## config.mk

```make
export PLATFORM = sky130hd
export DESIGN_NAME = serial_subtractor
export DESIGN_NICKNAME = d
export VERILOG_FILES = /design/src/rtl/serial_sub_pkg.sv /design/src/rtl/serial_subtractor_hs.sv /design/src/rtl/serial_subtractor.sv
export SDC_FILE = /design/constraint.sdc
export NUM_CORES = 1
export LEC_CHECK = 0
export ABC_CLOCK_PERIOD_IN_PS = 1640
export CAP_MARGIN = 20
export CORE_ASPECT_RATIO = 1.25
export CORE_MARGIN = 1
export CORE_UTILIZATION = 34
export CTS_CLUSTER_SIZE = 8
export DETAILED_ROUTE_END_ITERATION = 12
export PLACE_DENSITY = 0.59
export SYNTH_ARGS = -nofsm -noshare
export SYNTH_HDL_FRONTEND = slang
export SYNTH_HIERARCHICAL = 1
export SYNTH_SLANG_ARGS = --single-unit
```

## constraint.sdc

```tcl
create_clock -name clk -period 1.64 [get_ports clk]
set_input_delay 0.328 -clock clk [delete_from_list [all_inputs] [get_ports clk]]
set_output_delay 0.328 -clock clk [all_outputs]
set_load 0.05 [all_outputs]
```

## src/rtl/serial_sub_pkg.sv

```systemverilog
// Shared definitions for the bit-serial subtractor: FSM state encoding and default width.
package serial_sub_pkg;

   typedef enum logic {
      IDLE = 1'b0,
      RUN  = 1'b1
   } state_t;

   localparam int WIDTH_DEFAULT = 4;

endpackage

```

## src/rtl/serial_subtractor_hs.sv

```systemverilog
// Half-subtractor cell: difference and borrow of x - y for a single bit.
module half_subtractor (
   input  logic x,
   input  logic y,
   output logic d,
   output logic bo
);

   assign d  = x ^ y;
   assign bo = ~x & y;

endmodule

```

## src/rtl/serial_subtractor.sv

```systemverilog
// Bit-serial WIDTH-bit subtractor (diff = a - b, LSB first, one bit per clock).
// Optional signed-overflow output enabled by defining SERIAL_SUB_OVF_EN.
module serial_subtractor
   import serial_sub_pkg::*;
#(
   parameter int WIDTH = WIDTH_DEFAULT
) (
   input  logic             clk,
   input  logic             rst_n,
   input  logic             start,
   input  logic [WIDTH-1:0] a,
   input  logic [WIDTH-1:0] b,
   output logic             busy,
   output logic             done,
   output logic [WIDTH-1:0] diff,
   output logic             borrow_out
`ifdef SERIAL_SUB_OVF_EN
   ,
   output logic             ovf
`endif
);

   localparam int CNT_W = $clog2(WIDTH);
   localparam logic [CNT_W-1:0] CNT_LAST = CNT_W'(WIDTH - 1);

   state_t           state;
   logic [CNT_W-1:0] cnt;
   logic [WIDTH-1:0] a_sr;
   logic [WIDTH-1:0] b_sr;
   logic [WIDTH-1:0] res_sr;
   logic             borrow;

   logic             d1;
   logic             bo1;
   logic             d;
   logic             bo2;
   logic             borrow_next;
   logic [WIDTH-1:0] res_next;

   // Full-subtractor bit cell: two half-subtractors chained, borrows merged by OR.
   half_subtractor u_hs_ab (
      .x  (a_sr[0]),
      .y  (b_sr[0]),
      .d  (d1),
      .bo (bo1)
   );

   half_subtractor u_hs_borrow (
      .x  (d1),
      .y  (borrow),
      .d  (d),
      .bo (bo2)
   );

   assign borrow_next = bo1 | bo2;
   assign res_next    = {d, res_sr[WIDTH-1:1]};

   // diff/borrow_out are only written on completion, so they stay stable during a later run.
   always_ff @(posedge clk or negedge rst_n) begin
      if (!rst_n) begin
         state      <= IDLE;
         cnt        <= '0;
         a_sr       <= '0;
         b_sr       <= '0;
         res_sr     <= '0;
         borrow     <= 1'b0;
         busy       <= 1'b0;
         done       <= 1'b0;
         diff       <= '0;
         borrow_out <= 1'b0;
`ifdef SERIAL_SUB_OVF_EN
         ovf        <= 1'b0;
`endif
      end else begin
         case (state)
            IDLE: begin
               done <= 1'b0;
               if (start) begin
                  a_sr   <= a;
                  b_sr   <= b;
                  res_sr <= '0;
                  borrow <= 1'b0;
                  cnt    <= '0;
                  busy   <= 1'b1;
                  state  <= RUN;
               end
            end
            RUN: begin
               a_sr   <= a_sr >> 1;
               b_sr   <= b_sr >> 1;
               res_sr <= res_next;
               borrow <= borrow_next;
               cnt    <= cnt + 1'b1;
               if (cnt == CNT_LAST) begin
                  state      <= IDLE;
                  busy       <= 1'b0;
                  done       <= 1'b1;
                  diff       <= res_next;
                  borrow_out <= borrow_next;
`ifdef SERIAL_SUB_OVF_EN
                  ovf        <= (a_sr[0] != b_sr[0]) && (d != a_sr[0]);
`endif
               end
            end
            default: state <= IDLE;
         endcase
      end
   end

endmodule

```

Word-level counts from Yosys, hierarchy flattened --
Cells that the tools add are included.
Storage, ports and cells: output and inout port bits 7, word-level logic and storage cells 42, register bits after elaboration 23
Operators by class: reduce and logical (&&, ||, !) cells 2, bitwise gates (word level) 8, multiplexer cells 18, equality and inequality tests 3, $add $sub $neg 1
Operator list (number):
- case mux 4 bit (2 select lines) | 3
- two-way mux 4 bit | 3
- case mux 1 bit (2 select lines) | 4
- two-way mux 1 bit | 6
- case mux 2 bit (2 select lines) | 1
- AND reduction 2 bit | 2
- inverter 1 bit | 3
- adder 2 x 1 -> 2 bit, second input constant | 1
- AND 1 bit | 2
- == test 2 bit, second input constant | 1
- two-way mux 2 bit | 1
- != test 2 x 1 -> 1 bit, second input constant | 1
- != test 2 bit, second input constant | 1
- bitwise XOR 1 bit | 2
- OR 1 bit | 1

Depth between registers and ports, before layout --
word-level depth 5, mapped depth 8, mapped depth without buffers 8

By module --
The synthesis kept the hierarchy.
Modules (own cells, without submodules):
- serial_subtractor | area an instance 935.9 µm², instances 1, cells an instance 72
- half_subtractor | area an instance 20.0 µm², instances 2, cells an instance 3

Worst setup path before layout --
No wires, ideal clock.
path kind reg2reg, from register b_sr[0], to register borrow_out, data arrival time 1348 ps, stages on the path, launching flop included 7, buffers on the path 0, data required time 1515 ps, path slack 167 ps, period minus slack after synthesis 1473 ps, cell sequence dfrtp_1 ha_1 inv_1 inv_1 ha_1 or2_1 mux2_4
Between the ends: longest elaborated chain between the ends 4, elaborated cells on any way between the ends 5
Ends and longest elaborated chain:
- from (decl) | line serial_subtractor.sv:29 | logic [WIDTH-1:0] b_sr;
- from (signal assigned) | line serial_subtractor.sv:90 | b_sr <= b_sr >> 1;
- bitwise XOR 1 bit | line serial_subtractor_hs.sv:9 | assign d = x ^ y;
- net d1 | line serial_subtractor.sv:33 | logic d1;
- inverter 1 bit | line serial_subtractor_hs.sv:10 | assign bo = ~x & y;
- AND 1 bit | line serial_subtractor_hs.sv:10
- net bo2 | line serial_subtractor.sv:36 | logic bo2;
- OR 1 bit | line serial_subtractor.sv:55 | assign borrow_next = bo1 | bo2;
- to (signal assigned) | line serial_subtractor.sv:99 | borrow_out <= borrow_next;
- to (decl) | line serial_subtractor.sv:16 | output logic borrow_out
The timed path passes the listed nets, and every way through them passes these cells. A chain may end at the register's enable or synchronous reset.

Worst setup path in the final report --
Ends and elaborated chain as after synthesis.

==> results.yml <==
run_status:
  status: "complete, no violations"
timing:
  finalSetupViolCount: 0
  period_share_pct: 93.0
  fin_ws_ns: 0.115
  slew_headroom_pct: 78.8
  rsz0062_at_grt: "false"
  worstMarginPinSlew_ns: 0.319
  period_minus_slack_ns: 1.53
  clock.fmax_mhz: 656
  drv_slew: 0
  setup_tns_ns: 0
  fin_skew_ns: 0.00371
  final-hold-violation-count: 0
worst_setup_path:
  critical_path_arrival_ns: 1.72
  crit_path_max_incr_delay_ns: 0.39
  startpoint: "b_sr[0]"
  crit_required_ns: 1.83
  cp_max_fo: 2
  path_class: "reg -> reg"
  cpMaxStageDelayCell: "dfrtp_1"
  critical-path-top-delay-family: "adder cells"
  path_cells: "ha_1 -> inv_1 -> inv_1 -> ha_1 -> or2_1 -> mux2_4"
  crit_buf_inv: 2
  end_kind: "flip-flop"
  r2r_start: "b_sr[0]"
  cp-start-kind: "flip-flop"
logic_synthesis:
  syn_nets: 93
  yosysSeqAreaShare_pct: 56.4
  synth_cell_types: 20
  synth_warnings: 6
  async_flop_share_pct: 100
  synth_edf_count: 0
  synth_seq_cells: 22
  syn-cell-area_sq_um: 976
  synth_ff_type: "dfrtp_1"
  netlist_instances: 78
  syn_area_per_cell_sq_um: 12.5
floorplanning:
  dieArea_sq_um: 3090
  start_util_pct: 36.1
  fp-row-count: 21
  ios: 18
  die_w_um: 49.9
  core_sq_um: 2710
  die_y_um: 61.9
cells_and_area:
  final_cells: 133
  post_route_cells_drive_above_1_share_pct: 22.2
  stdcell_area_sq_um: 1220
  area_growth_pct: 25.1
  n_antenna_cell: 0
  finalNetCount: 115
  multi_input_area_sq_um: 378
  regArea_sq_um: 551
  fillers: 259
place:
  dp.cells: 129
  dpl_cell_area_sq_um: 1180
  globalplace.congestion: 0.666
  hpwl_um: 1110
  portBuffers: 17
  place_ws_ns: 0.122
routing:
  dr.pass1.iters: 2
  routedWlPerCell_um: 11.3
  viasPerCell: 4.65
  wl_um: 1510
  num_vias: 619
  drt_iter0_markers: 11
  route.detailed.drc: 0
  ant_nets: 0
min_path:
  hp-class: "in -> async"
cts:
  clock_latency_ns: 0.30
  holdBufCountCts: 0
  clockRootBuffer: "clkbuf_4"
  postCtsResizedCells: 0
  post_cts_buffers: 0
  htree_levels: 1
  clock-sinks: 22
  cts_made_buffers: 3
  tritoncts: "yes"
  clockBufferDepth: 2
  cts.clk_slew.worst_paths_ns: 0.12
power_and_ir_drop:
  peakVddDrop_mv: 0.804
  leakage_nw: 0.611
  cellPowerDensity_nw_per_um2: 1870
  power_mw: 2.28
global_routing:
  grt_pass1_vias: 545
  grt_first_pass_wirelength_um: 2420
  grt_overflow: 0
  grt_use_total_pct: 10.9
  grt_max_degree: 23
  antenna_found_initial: 0
flow_run:
  cap_viol_max_count: 0
==> power breakdown <==
part / internal (mW) / switching, mW / leakage, nW
sequential: 0.769 / 0.157 / 0.279
combinational: 0.484 / 0.581 / 0.311
clock: 0.135 / 0.155 / 0.0210
==> sequential cells by signal (all words and copies together) (netlist names) <==
| register | cells |
|---|---|
| borrow | 1 |
| borrow_out | 1 |
| diff | 4 |
| state | 1 |
| done | 1 |
| a_sr | 4 |
| b_sr | 4 |
| cnt | 2 |
| res_sr | 3 |
| busy | 1 |
==> cell usage in the layout, fill, tap and decap left out, drive strengths merged <==
master         count
dfrtp             22
o21a               1
mux2               5
ha                 4
mux2i              9
inv                5
or2                1
clkbuf             4
a21oi              1
buf               11
o22ai              1
nand2              8
clkdlybuf4s50     10
nor2               4
a22o               4
nand2b             2
o21ai              7
==> per-stage QoR <==
stage	hold WS, ns	util [%]
floorplan	0.0324	-
global placement	0.468	43.8
detailed placement	0.477	43.8
CTS	0.362	45.1
global route	0.366	45.1
finish	0.364	45.1
==> Yosys cell counts (2+ instances only) <==
library cell  number  area (sq um)
dfrtp_1           22           551
a22o_1             4          35.0
nand2b_1           2          12.5
o21ai_1            6          30.0
mux2_4             5          75.1
mux2i_1            9          90.1
ha_1               4          50.1
nor2_1             3          11.3
buf_2              2          10.0
nand2_1            7          26.3
inv_1              5          18.8
==> routing by layer <==
| layer | routed length (um) | part of all wire [%] | GRT usage [%] |
|---|---|---|---|
| met5 | 0 | 0 | 0 |
| met1 | 732 | 49 | 12.8 |
| met2 | 708 | 47 | 17.6 |
| met3 | 50 | 3.3 | 2.92 |
| met4 | 15 | 1.0 | 7.35 |
==> final timing paths <==
kind | end | slack, ns | cells past startpoint
setup / recovery | borrow_out | 0.11 | 6
setup reg to reg | borrow_out | 0.11 | 6
min in group clk | a_sr[0] | 0.50 | 2
hold reg to reg | a_sr[0] | 0.50 | 2
hold / removal | diff[0] | 0.36 | 2
max in group asynchronous | borrow | 1.05 | 2
==> cells by family after synthesis <==
group                      count (synthesis)  synth area share, %
AOI/OAI and AO/OA                         14                 9.10
adders and majority gates                  4                 5.13
buffers and inverters                      9                 4.87
DFF                                       22                 56.4
muxes                                     14                 16.9
and+or+nand+nor                           15                 7.57
==> layout make-up <==
class	count	share of cell area (%)
Sequential cell	22	45.1
Multi-Input combinational cell	47	30.9
Clock buffer	4	2.97
Timing Repair Buffer	21	16.0
Inverter	5	1.54
Tap cell	34	3.48
Power figures use the tool's default switching activity.
